--- src/rtl/btle_pkg.sv ---
// Shared state encodings, preamble values and advertising-channel helper
// used by the btle_tx sequencer.
package btle_pkg;

  typedef logic [3:0] btle_state_t;

  localparam btle_state_t ST_INIT_TAP   = 4'd0;
  localparam btle_state_t ST_INIT_TABLE = 4'd1;
  localparam btle_state_t ST_IDLE       = 4'd2;
  localparam btle_state_t ST_LOAD_PDU   = 4'd3;
  localparam btle_state_t ST_DRAIN      = 4'd4;
  localparam btle_state_t ST_CFG        = 4'd5;
  localparam btle_state_t ST_START      = 4'd6;
  localparam btle_state_t ST_WAIT_TX    = 4'd7;
  localparam btle_state_t ST_GAP        = 4'd8;

  localparam logic [7:0] PREAMBLE_ADV  = 8'hAA;
  localparam logic [7:0] PREAMBLE_DATA = 8'h55;

  localparam logic [5:0] ADV_CH_37 = 6'd37;
  localparam logic [5:0] ADV_CH_38 = 6'd38;
  localparam logic [5:0] ADV_CH_39 = 6'd39;

  function automatic logic [7:0] preamble_for(input logic [5:0] ch);
    if (ch == ADV_CH_37 || ch == ADV_CH_38 || ch == ADV_CH_39)
      return PREAMBLE_ADV;
    return PREAMBLE_DATA;
  endfunction

endpackage

--- src/rtl/btle_tx_ctrl_rom_loader.sv ---
// Generic ROM-to-RAM copier: sweeps a ROM address 0..DEPTH-1 while enabled and
// presents each word one cycle after the ROM returns it, then holds the last write.
module btle_tx_ctrl_rom_loader #(
  parameter int ADDR_W = 4,
  parameter int DATA_W = 16,
  parameter int DEPTH  = 9
) (
  input  logic              clk,
  input  logic              rst_n,
  input  logic              en,
  input  logic [DATA_W-1:0] rom_data,
  output logic [ADDR_W-1:0] rom_addr,
  output logic [ADDR_W-1:0] wr_addr,
  output logic [DATA_W-1:0] wr_data,
  output logic              swept,
  output logic              done
);

  localparam logic [ADDR_W-1:0] LAST = ADDR_W'(DEPTH - 1);

  logic              vld_p1;
  logic [ADDR_W-1:0] addr_p1;

  // Stage 0: issue ROM address
  always_ff @(posedge clk or negedge rst_n) begin
    if (!rst_n) begin
      rom_addr <= '0;
      swept    <= 1'b0;
      vld_p1   <= 1'b0;
      addr_p1  <= '0;
    end else begin
      vld_p1  <= en && !swept;
      addr_p1 <= rom_addr;
      if (en && !swept) begin
        if (rom_addr == LAST)
          swept <= 1'b1;
        else
          rom_addr <= rom_addr + 1'b1;
      end
    end
  end

  // Stage 1: ROM data valid, register the write
  always_ff @(posedge clk or negedge rst_n) begin
    if (!rst_n) begin
      wr_addr <= '0;
      wr_data <= '0;
      done    <= 1'b0;
    end else if (vld_p1) begin
      wr_addr <= addr_p1;
      wr_data <= rom_data;
      if (addr_p1 == LAST)
        done <= 1'b1;
    end
  end

endmodule

--- src/rtl/btle_tx_ctrl.sv ---
// Sequencer in front of btle_tx: table init, PDU load, start, inter-frame gap.
// Optional WAIT_TX watchdog with sticky err_timeout under BTLE_TX_CTRL_TIMEOUT_EN.
module btle_tx_ctrl import btle_pkg::*; #(
`ifdef BTLE_TX_CTRL_TIMEOUT_EN
  parameter int TX_TIMEOUT_CLK          = 65535,
`endif
  parameter int CRC_STATE_BIT_WIDTH     = 24,
  parameter int CHANNEL_NUMBER_BIT_WIDTH = 6,
  parameter int GAUSS_FILTER_BIT_WIDTH  = 16,
  parameter int NUM_TAP_GAUSS_FILTER    = 17,
  parameter int SIN_COS_ADDR_BIT_WIDTH  = 11,
  parameter int IQ_BIT_WIDTH            = 8,
  parameter int PDU_ADDR_BIT_WIDTH      = 6,
  parameter int IFS_CLK                 = 2400
) (
  input  logic                                clk,
  input  logic                                rst_n,
  output logic [3:0]                          tap_rom_addr,
  input  logic [GAUSS_FILTER_BIT_WIDTH-1:0]   tap_rom_data,
  output logic [SIN_COS_ADDR_BIT_WIDTH-1:0]   table_rom_addr,
  input  logic [IQ_BIT_WIDTH-1:0]             cos_rom_data,
  input  logic [IQ_BIT_WIDTH-1:0]             sin_rom_data,
  output logic [3:0]                          gauss_filter_tap_index,
  output logic [GAUSS_FILTER_BIT_WIDTH-1:0]   gauss_filter_tap_value,
  output logic [SIN_COS_ADDR_BIT_WIDTH-1:0]   cos_table_write_address,
  output logic [SIN_COS_ADDR_BIT_WIDTH-1:0]   sin_table_write_address,
  output logic [IQ_BIT_WIDTH-1:0]             cos_table_write_data,
  output logic [IQ_BIT_WIDTH-1:0]             sin_table_write_data,
  input  logic [7:0]                          pdu_s_data,
  input  logic                                pdu_s_valid,
  input  logic                                pdu_s_last,
  output logic                                pdu_s_ready,
  input  logic [CHANNEL_NUMBER_BIT_WIDTH-1:0] cfg_channel_number,
  input  logic [CRC_STATE_BIT_WIDTH-1:0]      cfg_crc_init,
  input  logic [31:0]                         cfg_access_address,
  output logic [PDU_ADDR_BIT_WIDTH-1:0]       pdu_octet_mem_addr,
  output logic [7:0]                          pdu_octet_mem_data,
  output logic [CHANNEL_NUMBER_BIT_WIDTH-1:0] channel_number,
  output logic                                channel_number_load,
  output logic [CRC_STATE_BIT_WIDTH-1:0]      crc_state_init_bit,
  output logic                                crc_state_init_bit_load,
  output logic [31:0]                         access_address,
  output logic [7:0]                          preamble,
  output logic                                tx_start,
  input  logic                                iq_valid_last,
  output logic                                init_done,
  output logic                                busy,
  output logic                                tx_done,
  output logic                                err_overflow
`ifdef BTLE_TX_CTRL_TIMEOUT_EN
  ,
  output logic                                err_timeout
`endif
);

  localparam int NUM_TAP_LOAD = (NUM_TAP_GAUSS_FILTER + 1) / 2;
  localparam int TABLE_DEPTH  = 1 << SIN_COS_ADDR_BIT_WIDTH;
  localparam int CNT_W        = PDU_ADDR_BIT_WIDTH + 1;
  localparam logic [CNT_W-1:0] PDU_DEPTH = CNT_W'(1 << PDU_ADDR_BIT_WIDTH);
  localparam int GAP_W        = $clog2(IFS_CLK + 1);
  localparam logic [GAP_W-1:0] GAP_LOAD = GAP_W'(IFS_CLK - 1);
`ifdef BTLE_TX_CTRL_TIMEOUT_EN
  localparam int TO_W         = $clog2(TX_TIMEOUT_CLK + 1);
  localparam logic [TO_W-1:0] TO_LAST = TO_W'(TX_TIMEOUT_CLK - 1);
  logic [TO_W-1:0] to_cnt;
`endif

  btle_state_t state;
  logic [CNT_W-1:0] count;
  logic [GAP_W-1:0] gap_cnt;
  logic tap_swept, tap_done, tab_swept, tab_done;
  logic [2*IQ_BIT_WIDTH-1:0] tab_wr_data;
  logic [SIN_COS_ADDR_BIT_WIDTH-1:0] tab_wr_addr;
  logic pdu_hs, pdu_overflow, cfg_latch;

  btle_tx_ctrl_rom_loader #(
    .ADDR_W (4),
    .DATA_W (GAUSS_FILTER_BIT_WIDTH),
    .DEPTH  (NUM_TAP_LOAD)
  ) u_tap_loader (
    .clk      (clk),
    .rst_n    (rst_n),
    .en       (1'b1),
    .rom_data (tap_rom_data),
    .rom_addr (tap_rom_addr),
    .wr_addr  (gauss_filter_tap_index),
    .wr_data  (gauss_filter_tap_value),
    .swept    (tap_swept),
    .done     (tap_done)
  );

  // Table sweep starts as soon as the tap addresses are issued, overlapping the tap tail.
  btle_tx_ctrl_rom_loader #(
    .ADDR_W (SIN_COS_ADDR_BIT_WIDTH),
    .DATA_W (2 * IQ_BIT_WIDTH),
    .DEPTH  (TABLE_DEPTH)
  ) u_table_loader (
    .clk      (clk),
    .rst_n    (rst_n),
    .en       (tap_swept),
    .rom_data ({cos_rom_data, sin_rom_data}),
    .rom_addr (table_rom_addr),
    .wr_addr  (tab_wr_addr),
    .wr_data  (tab_wr_data),
    .swept    (tab_swept),
    .done     (tab_done)
  );

  assign cos_table_write_address = tab_wr_addr;
  assign sin_table_write_address = tab_wr_addr;
  assign cos_table_write_data    = tab_wr_data[2*IQ_BIT_WIDTH-1:IQ_BIT_WIDTH];
  assign sin_table_write_data    = tab_wr_data[IQ_BIT_WIDTH-1:0];

  assign pdu_s_ready = (state == ST_IDLE) || (state == ST_LOAD_PDU) || (state == ST_DRAIN);
  assign busy        = (state != ST_IDLE);
  assign channel_number_load     = (state == ST_CFG);
  assign crc_state_init_bit_load = (state == ST_CFG);
  assign tx_start    = (state == ST_START);

  assign pdu_hs       = pdu_s_valid && pdu_s_ready;
  assign pdu_overflow = (state == ST_LOAD_PDU) && (count == PDU_DEPTH);
  assign cfg_latch    = pdu_hs && pdu_s_last && !pdu_overflow &&
                        ((state == ST_IDLE) || (state == ST_LOAD_PDU));

  always_ff @(posedge clk or negedge rst_n) begin
    if (!rst_n) begin
      channel_number     <= '0;
      crc_state_init_bit <= '0;
      access_address     <= '0;
      preamble           <= PREAMBLE_DATA;
    end else if (cfg_latch) begin
      channel_number     <= cfg_channel_number;
      crc_state_init_bit <= cfg_crc_init;
      access_address     <= cfg_access_address;
      preamble           <= preamble_for(6'(cfg_channel_number));
    end
  end

  always_ff @(posedge clk or negedge rst_n) begin
    if (!rst_n) begin
      state              <= ST_INIT_TAP;
      count              <= '0;
      gap_cnt            <= '0;
      pdu_octet_mem_addr <= '0;
      pdu_octet_mem_data <= '0;
      init_done          <= 1'b0;
      tx_done            <= 1'b0;
      err_overflow       <= 1'b0;
`ifdef BTLE_TX_CTRL_TIMEOUT_EN
      to_cnt             <= '0;
      err_timeout        <= 1'b0;
`endif
    end else begin
      tx_done <= 1'b0;
      case (state)
        ST_INIT_TAP:   if (tap_done) state <= ST_INIT_TABLE;
        ST_INIT_TABLE: if (tab_done && tab_swept) begin
          state     <= ST_IDLE;
          init_done <= 1'b1;
        end
        ST_IDLE: if (pdu_hs) begin
          pdu_octet_mem_addr <= '0;
          pdu_octet_mem_data <= pdu_s_data;
          count              <= CNT_W'(1);
          state              <= pdu_s_last ? ST_CFG : ST_LOAD_PDU;
        end
        ST_LOAD_PDU: if (pdu_hs) begin
          // A 65th octet is dropped; the rest of the frame is drained without transmitting.
          if (pdu_overflow) begin
            err_overflow <= 1'b1;
            state        <= pdu_s_last ? ST_IDLE : ST_DRAIN;
          end else begin
            pdu_octet_mem_addr <= count[PDU_ADDR_BIT_WIDTH-1:0];
            pdu_octet_mem_data <= pdu_s_data;
            count              <= count + 1'b1;
            if (pdu_s_last) state <= ST_CFG;
          end
        end
        ST_DRAIN: if (pdu_hs && pdu_s_last) state <= ST_IDLE;
        ST_CFG:   state <= ST_START;
        ST_START: begin
          state <= ST_WAIT_TX;
`ifdef BTLE_TX_CTRL_TIMEOUT_EN
          to_cnt <= '0;
`endif
        end
        ST_WAIT_TX: begin
          if (iq_valid_last) begin
            state   <= ST_GAP;
            gap_cnt <= GAP_LOAD;
            tx_done <= 1'b1;
          end
`ifdef BTLE_TX_CTRL_TIMEOUT_EN
          else if (to_cnt == TO_LAST) begin
            state       <= ST_GAP;
            gap_cnt     <= GAP_LOAD;
            err_timeout <= 1'b1;
          end else begin
            to_cnt <= to_cnt + 1'b1;
          end
`endif
        end
        ST_GAP: begin
          if (gap_cnt == '0) state <= ST_IDLE;
          else gap_cnt <= gap_cnt - 1'b1;
        end
        default: state <= ST_INIT_TAP;
      endcase
    end
  end

endmodule

--- config.mk ---
export PLATFORM = sky130hd
export DESIGN_NAME = btle_tx_ctrl
export DESIGN_NICKNAME = d
export VERILOG_FILES = /design/src/rtl/btle_pkg.sv /design/src/rtl/btle_tx_ctrl_rom_loader.sv /design/src/rtl/btle_tx_ctrl.sv
export SDC_FILE = /design/constraint.sdc
export NUM_CORES = 1
export LEC_CHECK = 0
export CAP_MARGIN = 20
export CORE_ASPECT_RATIO = 1.25
export CORE_MARGIN = 5
export CORE_UTILIZATION = 45
export DETAILED_ROUTE_END_ITERATION = 8
export HOLD_SLACK_MARGIN = 0.12
export PLACE_DENSITY = 0.88
export SYNTH_ARGS = -nofsm -noshare
export SYNTH_HDL_FRONTEND = slang
export SYNTH_HIERARCHICAL = 1
export SYNTH_SLANG_ARGS = --single-unit
--- constraint.sdc ---
create_clock -name clk -period 2.3 [get_ports clk]
set_input_delay 0.46 -clock clk [delete_from_list [all_inputs] [get_ports clk]]
set_output_delay 0.46 -clock clk [all_outputs]
set_load 0.03 [all_outputs]
==> qor.yml, run 1 <==
cells_and_area:
  areaGrowthSynthToFinish_pct: 45.5
  final_common_cell: "clkdlybuf4s50_1"
  final-instance-count-excl-fill: 1091
  utilization: 0.672
  antennaDiodeCount: 0
  final_cell_mix: "clkdlybuf4s50_1 (265), dfrtp_1 (186), nand2_1 (62)"
  fin_nets: 973
  layout-drive-gt1-share: 0.163
setup_path:
  cp-start-kind: "flop"
  crit_fanout: 14
  criticalPathCategory: "flop to output pin"
  cp.arrival_ns: 1.73
  critPathCaptureType: "output pin"
  crit_required_ns: 1.84
clock_network:
  cts_root_buf: "clkbuf_16"
  cts_made_buffers: 17
  cts_setup_buffers: 0
  h-tree-depth: 4
  clk_pin_slew_ns: 0.06
  clock_sinks: 187
  cts_tree: "built"
  clk_path_buf_depth: 2
  worstSkewPairLatency_ns: 0.42
timing:
  fmax_mhz: 457
  hold_viol_final: 0
  layout_min_cycle_time_ns: 2.19
  slew_violations: 0
  skew_ns: 0.00967
  setup_violations: 0
  fin_setup_tns_ns: 0
  grt_setup_unrepaired: "no"
  hold_slack_ns: 0.466
  fin_crit_sh: 0.951
drt:
  drt_pass1_iterations: 4
  post-route-drc-count: 0
  detail_route.vias_per_cell: 5.13
  vias: 5597
  drt_wl_total_um: 20000
  drtIter0Drc: 272
  post_drt_wl_per_cell_um: 18.3
  ant_nets: 0
pwr:
  leakagePower_nw: 4.85
  p_int_mw: 9.94
  power.density_nw_per_um2: 1450
  pwr-share-seq: 0.338
  combPwrFrac: 0.482
  switchingPower_mw: 6.55
  clkPwrFrac: 0.180
  finalPower_mw: 16.5
  ir_worst_vdd_mv: 0.782
  switching_share: 0.397
min_path:
  hold_class: "flop to flop"
place:
  portBuffers: 271
  dpl.hpwl_um: 15200
  place.gp.congestion: 0.807
  dpl.cell_count: 1059
status:
  status: "finished clean"
die:
  dieWidth_um: 128
  ios: 272
  rows: 53
  die_h_um: 157
  core_area_um2: 16900
  die_area_um2: 20100
  initial_utilization: 0.462
run:
  maxCapViolCount: 0
yosys:
  yosys_warnings: 6
  synth_cells: 586
  synth_flop_cell: "dfrtp_1"
  syn_avg_cell_area_um2: 13.3
  syn-cell-area_um2: 7800
  yosysUniqueCellTypes: 64
  ys_async_sr_fraction: 1.00
  ys_seq_area_frac: 0.600
  synth-edff-count: 0
  ys_ff_latch: 187
grt:
  grt_max_degree: 64
  track_usage: 0.202
  grt-ovfl-total: 0
  grt_pass1_vias: 5912
  antenna_found_initial: 0
  grt_pass1_wl_um: 31900
==> power groups by stage <==
stage	sequential, mW	combinational, mW	clock, mW
finish	5.57	7.95	2.97
global route	5.78	8.40	3.18
CTS	5.58	8.03	3.04
detailed placement	5.63	8.00	0
global placement	5.55	7.82	0
floorplan	7.65	2.52	0
==> final timing paths <==
kind                                     startpoint  cells past startpoint  slack [ns]                        endpoint
max in group asynchronous                     rst_n                      3        1.06         preamble[6]$_DFFE_PN1P_
min in group asynchronous                     rst_n                      2        0.54   access_address[5]$_DFFE_PN0P_
hold / removal             err_overflow$_DFFE_PN0P_                      1        0.47        err_overflow$_DFFE_PN0P_
setup / recovery               state[2]$_DFFE_PN0P_                      4        0.11         crc_state_init_bit_load
setup reg to reg               count[0]$_DFFE_PN0P_                      7        0.34  access_address[18]$_DFFE_PN0P_
hold reg to reg            err_overflow$_DFFE_PN0P_                      1        0.47        err_overflow$_DFFE_PN0P_
==> cells in the mapped netlist, types with 3 or more instances <==
| library cell | n | area, um^2 |
|---|---|---|
| o31ai_1 | 4 | 30.0 |
| a31o_2 | 5 | 43.8 |
| nand4_1 | 8 | 50.1 |
| nand2b_1 | 5 | 31.3 |
| inv_1 | 10 | 37.5 |
| mux2_2 | 52 | 586 |
| buf_4 | 22 | 165 |
| mux2_4 | 3 | 45.0 |
| a21o_1 | 4 | 30.0 |
| o211ai_1 | 4 | 30.0 |
| clkbuf_1 | 7 | 26.3 |
| dfrtp_1 | 186 | 4650 |
| nand3_1 | 12 | 60.1 |
| o21a_1 | 4 | 30.0 |
| mux2i_1 | 3 | 30.0 |
| xor2_1 | 7 | 61.3 |
| nor2_1 | 12 | 45.0 |
| o21ai_0 | 14 | 70.1 |
| xnor2_1 | 5 | 43.8 |
| nor4_1 | 5 | 31.3 |
| ha_1 | 7 | 87.6 |
| nor2b_1 | 3 | 18.8 |
| mux2_1 | 59 | 664 |
| a21oi_1 | 11 | 55.1 |
| nand2_1 | 62 | 233 |
| and3_1 | 4 | 25.0 |
| nor3_1 | 12 | 60.1 |
| buf_6 | 6 | 67.6 |
| buf_2 | 5 | 25.0 |
==> per-layer routing <==
metal,wire [um],up-vias,global-route usage,part of all wire
li1,-,2597,-,-
met1,7950,2765,0.244,0.40
met2,10200,208,0.353,0.51
met3,1430,27,0.0533,0.072
met4,368,0,0.0667,0.018
met5,0,-,0,0
==> repair_timing <==
action,4_1_cts,5_1_grt
resized for setup,0,2
hold buffers,1,0
endpoints found under the setup margin,0,3
hold endpoints to repair,40,0
==> worst max-delay path: stages (launching register included) <==
cell,delay (ns)
dfrtp_1,0.42
buf_4,0.23
nand2b_1,0.16
nor3b_4,0.29
buf_4,0.21
==> logic make-up after synthesis <==
kind of cell	after synthesis	synth area share
other	1	0.000480
AO/OA/AOI/OAI	59	0.0521
adder cells (fa/ha/maj)	7	0.0112
flip-flops	187	0.600
AND/OR/NAND/NOR	152	0.111
XOR/XNOR	12	0.0135
buffers and inverters	51	0.0418
multiplexers	117	0.170
==> sequential cells by signal (all words and copies together), names as in the netlist, 2 cells and up <==
| register | cells |
|---|---|
| u_table_loader/addr_p1 | 11 |
| u_table_loader/wr_addr | 11 |
| pdu_octet_mem_data | 8 |
| u_tap_loader/wr_data | 16 |
| channel_number | 6 |
| crc_state_init_bit | 24 |
| state | 4 |
| count | 7 |
| u_table_loader/wr_data | 16 |
| u_table_loader/rom_addr | 11 |
| preamble | 2 |
| u_tap_loader/addr_p1 | 4 |
| access_address | 32 |
| gap_cnt | 12 |
| u_tap_loader/rom_addr | 4 |
| u_tap_loader/wr_addr | 4 |
| pdu_octet_mem_addr | 6 |
==> stage by stage <==
stage | worst slack (ns) | area, um^2
finish | 0.112 | 11400
global route | 0.0163 | 11400
CTS | 0.0488 | 11300
detailed placement | 0.0812 | 10700
global placement | 0.118 | 10700
floorplan | 0.149 | 7810
==> layout make-up <==
class | count | area, um^2
fillers | 1195 | 5550
flip-flops and latches | 187 | 4680
repair buffers | 294 | 2940
multi-input cells | 349 | 2820
clock buffers | 23 | 498
well taps | 220 | 275
clock inverters | 8 | 108
inverters | 10 | 37.5
Power figures use the tool's default switching activity.
==> inputs of run 2 (changes only) <==
--- a/config.mk
+++ b/config.mk
@@ -11,7 +11,7 @@
 export CORE_UTILIZATION = 45
 export DETAILED_ROUTE_END_ITERATION = 8
 export HOLD_SLACK_MARGIN = 0.12
-export PLACE_DENSITY = 0.88
+export PLACE_DENSITY_LB_ADDON = 0.3
 export SYNTH_ARGS = -nofsm -noshare
 export SYNTH_HDL_FRONTEND = slang
 export SYNTH_HIERARCHICAL = 1
==> run 2 against run 1 <==
First-iteration DRC count down 17%. Combinational power about the same. Design area down 0.24%. Die area unchanged.
==> qor.yml, run 2 (same netlist as run 1, synthesis figures left out) <==
drt:
  vias: 5555  # -0.75%
  drt_wl_total_um: 20400  # +1.9%
  post-route-drc-count: 0  # unchanged
  detail_route.vias_per_cell: 5.09  # -0.75%
  ant_nets: 0  # unchanged
  post_drt_wl_per_cell_um: 18.7  # +1.9%
  drt_pass1_iterations: 4  # unchanged
  drtIter0Drc: 226  # -17%
setup_path:
  critPathCaptureType: "output pin"
  critical_path.max_stage_delay_ns: 0.72  # +0.30 ns
  r2r_start: "count[0]$_DFFE_PN0P_"
  cp.arrival_ns: 1.73  # about the same
  cp-start-kind: "flop"
  criticalPathCategory: "flop to output pin"
  reg2reg_depth: 7  # unchanged
  cp_slowest_cell: "clkdlybuf4s50_1"
  path_cells: "clkdlybuf4s50_1"
  r2r_setup_slack_ns: 0.32  # -0.02 ns
  crit_required_ns: 1.84  # about the same
  crit_fanout: 5  # -9
  critPathBufInv: 1  # -1
  worst_r2r_endpoint: "channel_number[3]$_DFFE_PN0P_"
  path_delay_family: "buffers and inverters"
clock_network:
  clk_path_buf_depth: 2  # unchanged
  worstSkewPairLatency_ns: 0.43  # about the same
  cts_made_buffers: 17  # unchanged
  clk_pin_slew_ns: 0.07  # about the same
  cts_root_buf: "clkbuf_16"
  clock_sinks: 187  # unchanged
  cts_setup_buffers: 0  # unchanged
  h-tree-depth: 4  # unchanged
  cts_tree: "built"
grt:
  grt_pass1_wl_um: 32200  # +0.95%
  antenna_found_initial: 0  # unchanged
  track_usage: 0.204  # +0.00145
  grt_pass1_vias: 6163  # +4.2%
  grt-ovfl-total: 0  # unchanged
  grt_max_degree: 70  # +9.4%
cells_and_area:
  largest-register: "access_address"
  top_regs: "access_address: 32 flops, crc_state_init_bit: 24 flops"
  final_common_cell: "clkdlybuf4s50_1"
  nFillCells: 1263  # +5.7%
  register_area_um2: 4680  # about the same
  layout-drive-gt1-share: 0.166  # +0.00249
  areaGrowthSynthToFinish_pct: 45.1
  fin_nets: 971  # -0.21%
  fin_area_um2: 11300  # -0.24%
  final_cell_mix: "clkdlybuf4s50_1 (265), dfrtp_1 (184), nand2_1 (62)"
  largest_reg_flops: 32  # unchanged
  multiInputGateArea_um2: 2810  # -0.13%
timing:
  hold_viol_final: 0  # unchanged
  slew_headroom: 0.451
  fin_crit_sh: 0.953  # +0.00145
  slew_violations: 0  # unchanged
  skew_ns: 0.00886  # -0.000805 ns
  setup_violations: 0  # unchanged
  worst_slew_pin_slew_ns: 0.824
  layout_min_cycle_time_ns: 2.19  # +0.00334 ns
  grt_setup_unrepaired: "no"
  fin_setup_tns_ns: 0  # unchanged
  fmax_mhz: 456  # -0.15%
min_path:
  holdPathEnd: "u_tap_loader/done$_DFFE_PN0P_"
  hold_path_depth: 1  # unchanged
  holdCritStartpoint: "u_tap_loader/done$_DFFE_PN0P_"
  hold_class: "flop to flop"
die:
  ios: 272  # unchanged
  die_h_um: 157  # unchanged
  core_area_um2: 16900  # unchanged
  dieWidth_um: 128  # unchanged
  rows: 53  # unchanged
  die_area_um2: 20100  # unchanged
  initial_utilization: 0.462  # unchanged
place:
  place.gp.congestion: 0.817  # +1.2%
  place_area_um2: 10700  # about the same
  portBuffers: 271  # unchanged
  dpl.hpwl_um: 15500  # +1.7%
pwr:
  leakagePower_nw: 4.82  # -0.62%
  ir_worst_vdd_mv: 1.10  # +40%
  power.density_nw_per_um2: 1450  # -0.44%
status:
  status: "finished clean"
run:
  maxCapViolCount: 0  # unchanged
run 2: worst max path at each step:
stage | startpoint | end | slack (ns) | depth (start not counted)
2_1_floorplan | state[0]$_DFFE_PN0P_ | crc_state_init_bit_load | 0.15 | 4
3_3_place_gp | pdu_s_valid | channel_number[5]$_DFFE_PN0P_ | 0.05 | 6
3_5_place_dp | pdu_s_valid | access_address[9]$_DFFE_PN0P_ | 0.04 | 6
4_1_cts | state[0]$_DFFE_PN0P_ | crc_state_init_bit_load | 0.01 | 2
5_1_grt | state[2]$_DFFE_PN0P_ | pdu_s_ready | 0.04 | 6
6_report | preamble[6]$_DFFE_PN1P_ | preamble[6] | 0.11 | 1
run 2: through the flow:
| step | cells | worst slack (ns) | power, mW | hold WS (ns) | utilization |
|---|---|---|---|---|---|
| floorplan | 587 | 0.149 | 10.2 | 0.164 | - |
| global placement | 1057 | 0.0540 | 13.4 | 0.456 | 0.635 |
| detailed placement | 1057 | 0.0410 | 13.7 | 0.466 | 0.635 |
| CTS | 1090 | 0.00969 | 16.6 | 0.487 | 0.669 |
| global route | 1090 | 0.0437 | 17.2 | 0.504 | 0.670 |
| finish | 1091 | 0.108 | 16.4 | 0.482 | 0.670 |
run 2: timing repair:
item | in CTS | in global routing
gates resized for setup | 0 | 3
setup endpoints to repair | 0 | 4
endpoints found under the hold margin | 64 | 0
hold buffers | 1 | 0
run 2: final cells by class:
type | count | area share
Multi-Input combinational cell | 349 | 0.248
Clock inverter | 14 | 0.0113
Inverter | 10 | 0.00331
Antenna cell | 1 | 0.000221
Tap cell | 220 | 0.0243
Clock buffer | 18 | 0.0388
Timing Repair Buffer | 292 | 0.261
Sequential cell | 187 | 0.413
run 2: per-layer routing:
layer	vias up	track usage	part of all wire
met5	-	0	0
li1	2588	-	-
met3	42	0.0526	0.063
met1	2729	0.234	0.38
met2	196	0.359	0.53
met4	0	0.0885	0.032
run 2: where the power goes:
part	leakage [nW]	switching, mW	internal (mW)
clock network	0.274	1.34	1.46
logic	2.29	4.39	3.57
registers	2.26	0.988	4.62
total	4.82	6.72	9.66
==> inputs of run 3 (changes only) <==
--- a/config.mk
+++ b/config.mk
@@ -6,9 +6,11 @@
 export NUM_CORES = 1
 export LEC_CHECK = 0
 export CAP_MARGIN = 20
+export CELL_PAD_IN_SITES_DETAIL_PLACEMENT = 0
+export CELL_PAD_IN_SITES_GLOBAL_PLACEMENT = 1
 export CORE_ASPECT_RATIO = 1.25
 export CORE_MARGIN = 5
-export CORE_UTILIZATION = 45
+export CORE_UTILIZATION = 36
 export DETAILED_ROUTE_END_ITERATION = 8
 export HOLD_SLACK_MARGIN = 0.12
 export PLACE_DENSITY_LB_ADDON = 0.3
==> run 3 against run 2 <==
Sequential share of layout area is 0.31 points lower. Die area is 23% higher. Global-route usage is 4.7 points lower. Non-clock buffer count is 3 lower. Flip-flop and latch count stayed put. Highest routed layer is now met5. Clock-buffer cell count is 1 lower. Total power is 0.43% higher. Clock power is 5% higher.
==> qor.yml, run 3 (same netlist as run 1, synthesis figures left out) <==
status:
  status: "finished clean"
setup_path:
  cp_slowest_cell: "dfrtp_1"
  path_delay_family: "simple AND/OR/NAND/NOR gates"
  critical_path.max_stage_delay_ns: 0.54  # -0.18 ns
  reg2reg_depth: 7  # unchanged
  cp-start-kind: "flop"
  criticalPathCategory: "flop to output pin"
  cp.arrival_ns: 1.72  # about the same
  crit_fanout: 12  # +7
  r2r_setup_slack_ns: 0.34  # +0.02 ns
  crit_required_ns: 1.84  # about the same
  critPathBufInv: 1  # unchanged
  worst_r2r_endpoint: "crc_state_init_bit[0]$_DFFE_PN0P_"
  r2r_start: "count[0]$_DFFE_PN0P_"
  path_cells: "nand2b_1 > or3_1 > buf_4"
  critPathCaptureType: "output pin"
grt:
  grt_pass1_wl_um: 31400  # -2.7%
  grt-ovfl-total: 0  # unchanged
  track_usage: 0.157  # -0.0470
  antenna_found_initial: 1  # +1
  grt_max_degree: 60  # -14%
  grt_pass1_vias: 5915  # -4.0%
drt:
  drt_wl_total_um: 19400  # -4.7%
  post_drt_wl_per_cell_um: 16.9  # -9.3%
  detail_route.vias_per_cell: 4.82  # -5.4%
  drt_pass1_iterations: 4  # unchanged
  post-route-drc-count: 0  # unchanged
  ant_nets: 0  # unchanged
  vias: 5522  # -0.59%
  drtIter0Drc: 137  # -39%
cells_and_area:
  register_area_um2: 4680  # about the same
  top_regs: "access_address: 32 flops, crc_state_init_bit: 24 flops"
  final_common_cell: "clkdlybuf4s50_1"
  largest_reg_flops: 32  # unchanged
  final_cell_mix: "clkdlybuf4s50_1 (265), dfrtp_1 (185), nand2_1 (62)"
  nFillCells: 1838  # +46%
  areaGrowthSynthToFinish_pct: 46.2
  largest-register: "access_address"
  multiInputGateArea_um2: 2810  # about the same
  final-instance-count-excl-fill: 1146  # +5.0%
  antennaDiodeCount: 0  # -1
  layout-drive-gt1-share: 0.160  # -0.00519
  fin_nets: 968  # -0.31%
die:
  initial_utilization: 0.364  # -0.0980
  dieWidth_um: 142  # +11%
  core_area_um2: 21500  # +27%
  die_area_um2: 24700  # +23%
  rows: 60  # +13%
  die_h_um: 175  # +11%
  ios: 272  # unchanged
clock_network:
  cts_setup_buffers: 0  # unchanged
  cts_root_buf: "clkbuf_16"
  worstSkewPairLatency_ns: 0.42  # about the same
  h-tree-depth: 4  # unchanged
  clk_path_buf_depth: 2  # unchanged
  cts_tree: "built"
  clock_sinks: 187  # unchanged
  cts_made_buffers: 17  # unchanged
  clk_pin_slew_ns: 0.07  # about the same
min_path:
  holdCritStartpoint: "u_table_loader/rom_addr[10]$_DFFE_PN0P_"
  hold_path_depth: 0  # -1
  holdPathEnd: "u_table_loader/addr_p1[10]$_DFF_PN0_"
  hold_class: "flop to flop"
timing:
  fin_crit_sh: 0.949  # -0.00431
  slew_violations: 0  # unchanged
  worst_slew_pin_slew_ns: 0.820  # -0.00313 ns
  layout_min_cycle_time_ns: 2.18  # -0.00990 ns
  slew_headroom: 0.453  # +0.00209
  hold_viol_final: 0  # unchanged
  fmax_mhz: 458  # +0.45%
  setup_violations: 0  # unchanged
  skew_ns: 0.00819  # -0.000678 ns
  grt_setup_unrepaired: "no"
  fin_setup_tns_ns: 0  # unchanged
place:
  dpl.cell_count: 1113  # +5.3%
  place.gp.congestion: 0.894  # +9.4%
  portBuffers: 271  # unchanged
  dpl.hpwl_um: 14700  # -4.7%
run:
  maxCapViolCount: 0  # unchanged
pwr:
  ir_worst_vdd_mv: 0.784  # -29%
  leakagePower_nw: 4.83  # +0.17%
  power.density_nw_per_um2: 1440  # -0.30%
==> run 3: power breakdown <==
group | internal (mW) | switching, mW | total [mW] | leakage [nW]
registers | 4.62 | 1.01 | 5.63 | 2.26
clock network | 1.56 | 1.38 | 2.94 | 0.294
logic | 3.56 | 4.31 | 7.87 | 2.28
==> run 3: cell type report <==
type / count / area share
sequential: 187 / 0.410
clock buffer: 17 / 0.0373
clock inverter: 15 / 0.0154
timing repair buffer: 289 / 0.257
multi-input combinational: 349 / 0.246
tap: 279 / 0.0306
inverter: 10 / 0.00329
==> run 3: routing by layer <==
metal | part of all wire | wire length, um | vias to the layer above | global-route usage
li1 | - | - | 2583 | -
met1 | 0.42 | 8180 | 2711 | 0.198
met2 | 0.49 | 9580 | 208 | 0.266
met3 | 0.073 | 1420 | 18 | 0.0460
met4 | 0.010 | 199 | 2 | 0.0376
met5 | 0.00067 | 13 | - | 0
==> run 3: timing repair <==
action,4_1_cts,5_1_grt
setup endpoints to repair,0,3
hold buffers,1,0
resized for setup,0,2
hold endpoints to repair,55,0
==> run 3: worst reg2reg max path, stage by stage (launching register included) <==
cell and delay, ns:
dfrtp_1 0.39, inv_1 0.08, ha_1 0.19, nor2b_1 0.16
a31o_2 0.29, nor2_8 0.14, buf_12 0.22, mux2_1 0.37
==> run 3: worst max path at each step <==
stage                         start                                end  slack, ns  depth (start not counted)
5_1_grt        state[3]$_DFFE_PN0P_                channel_number_load       0.01                          3
3_5_place_dp            pdu_s_valid  crc_state_init_bit[0]$_DFFE_PN0P_       0.04                          6
4_1_cts        state[2]$_DFFE_PN0P_                        pdu_s_ready      0.006                          5
3_3_place_gp            pdu_s_valid     access_address[31]$_DFFE_PN0P_       0.11                          6
2_1_floorplan  state[0]$_DFFE_PN0P_            crc_state_init_bit_load       0.15                          4
6_report       state[0]$_DFFE_PN0P_                               busy       0.12                          3
==> run 3: stage by stage <==
| stage | cell area, um^2 | setup slack, ns | util | total power [mW] | hold slack (ns) |
|---|---|---|---|---|---|
| floorplan | 7810 | 0.149 | - | 10.2 | 0.164 |
| global placement | 10800 | 0.112 | 0.503 | 13.4 | 0.450 |
| detailed placement | 10800 | 0.0373 | 0.503 | 13.7 | 0.447 |
| CTS | 11400 | 0.00637 | 0.531 | 16.7 | 0.472 |
| global route | 11400 | 0.0137 | 0.531 | 17.4 | 0.488 |
| finish | 11400 | 0.118 | 0.531 | 16.4 | 0.468 |
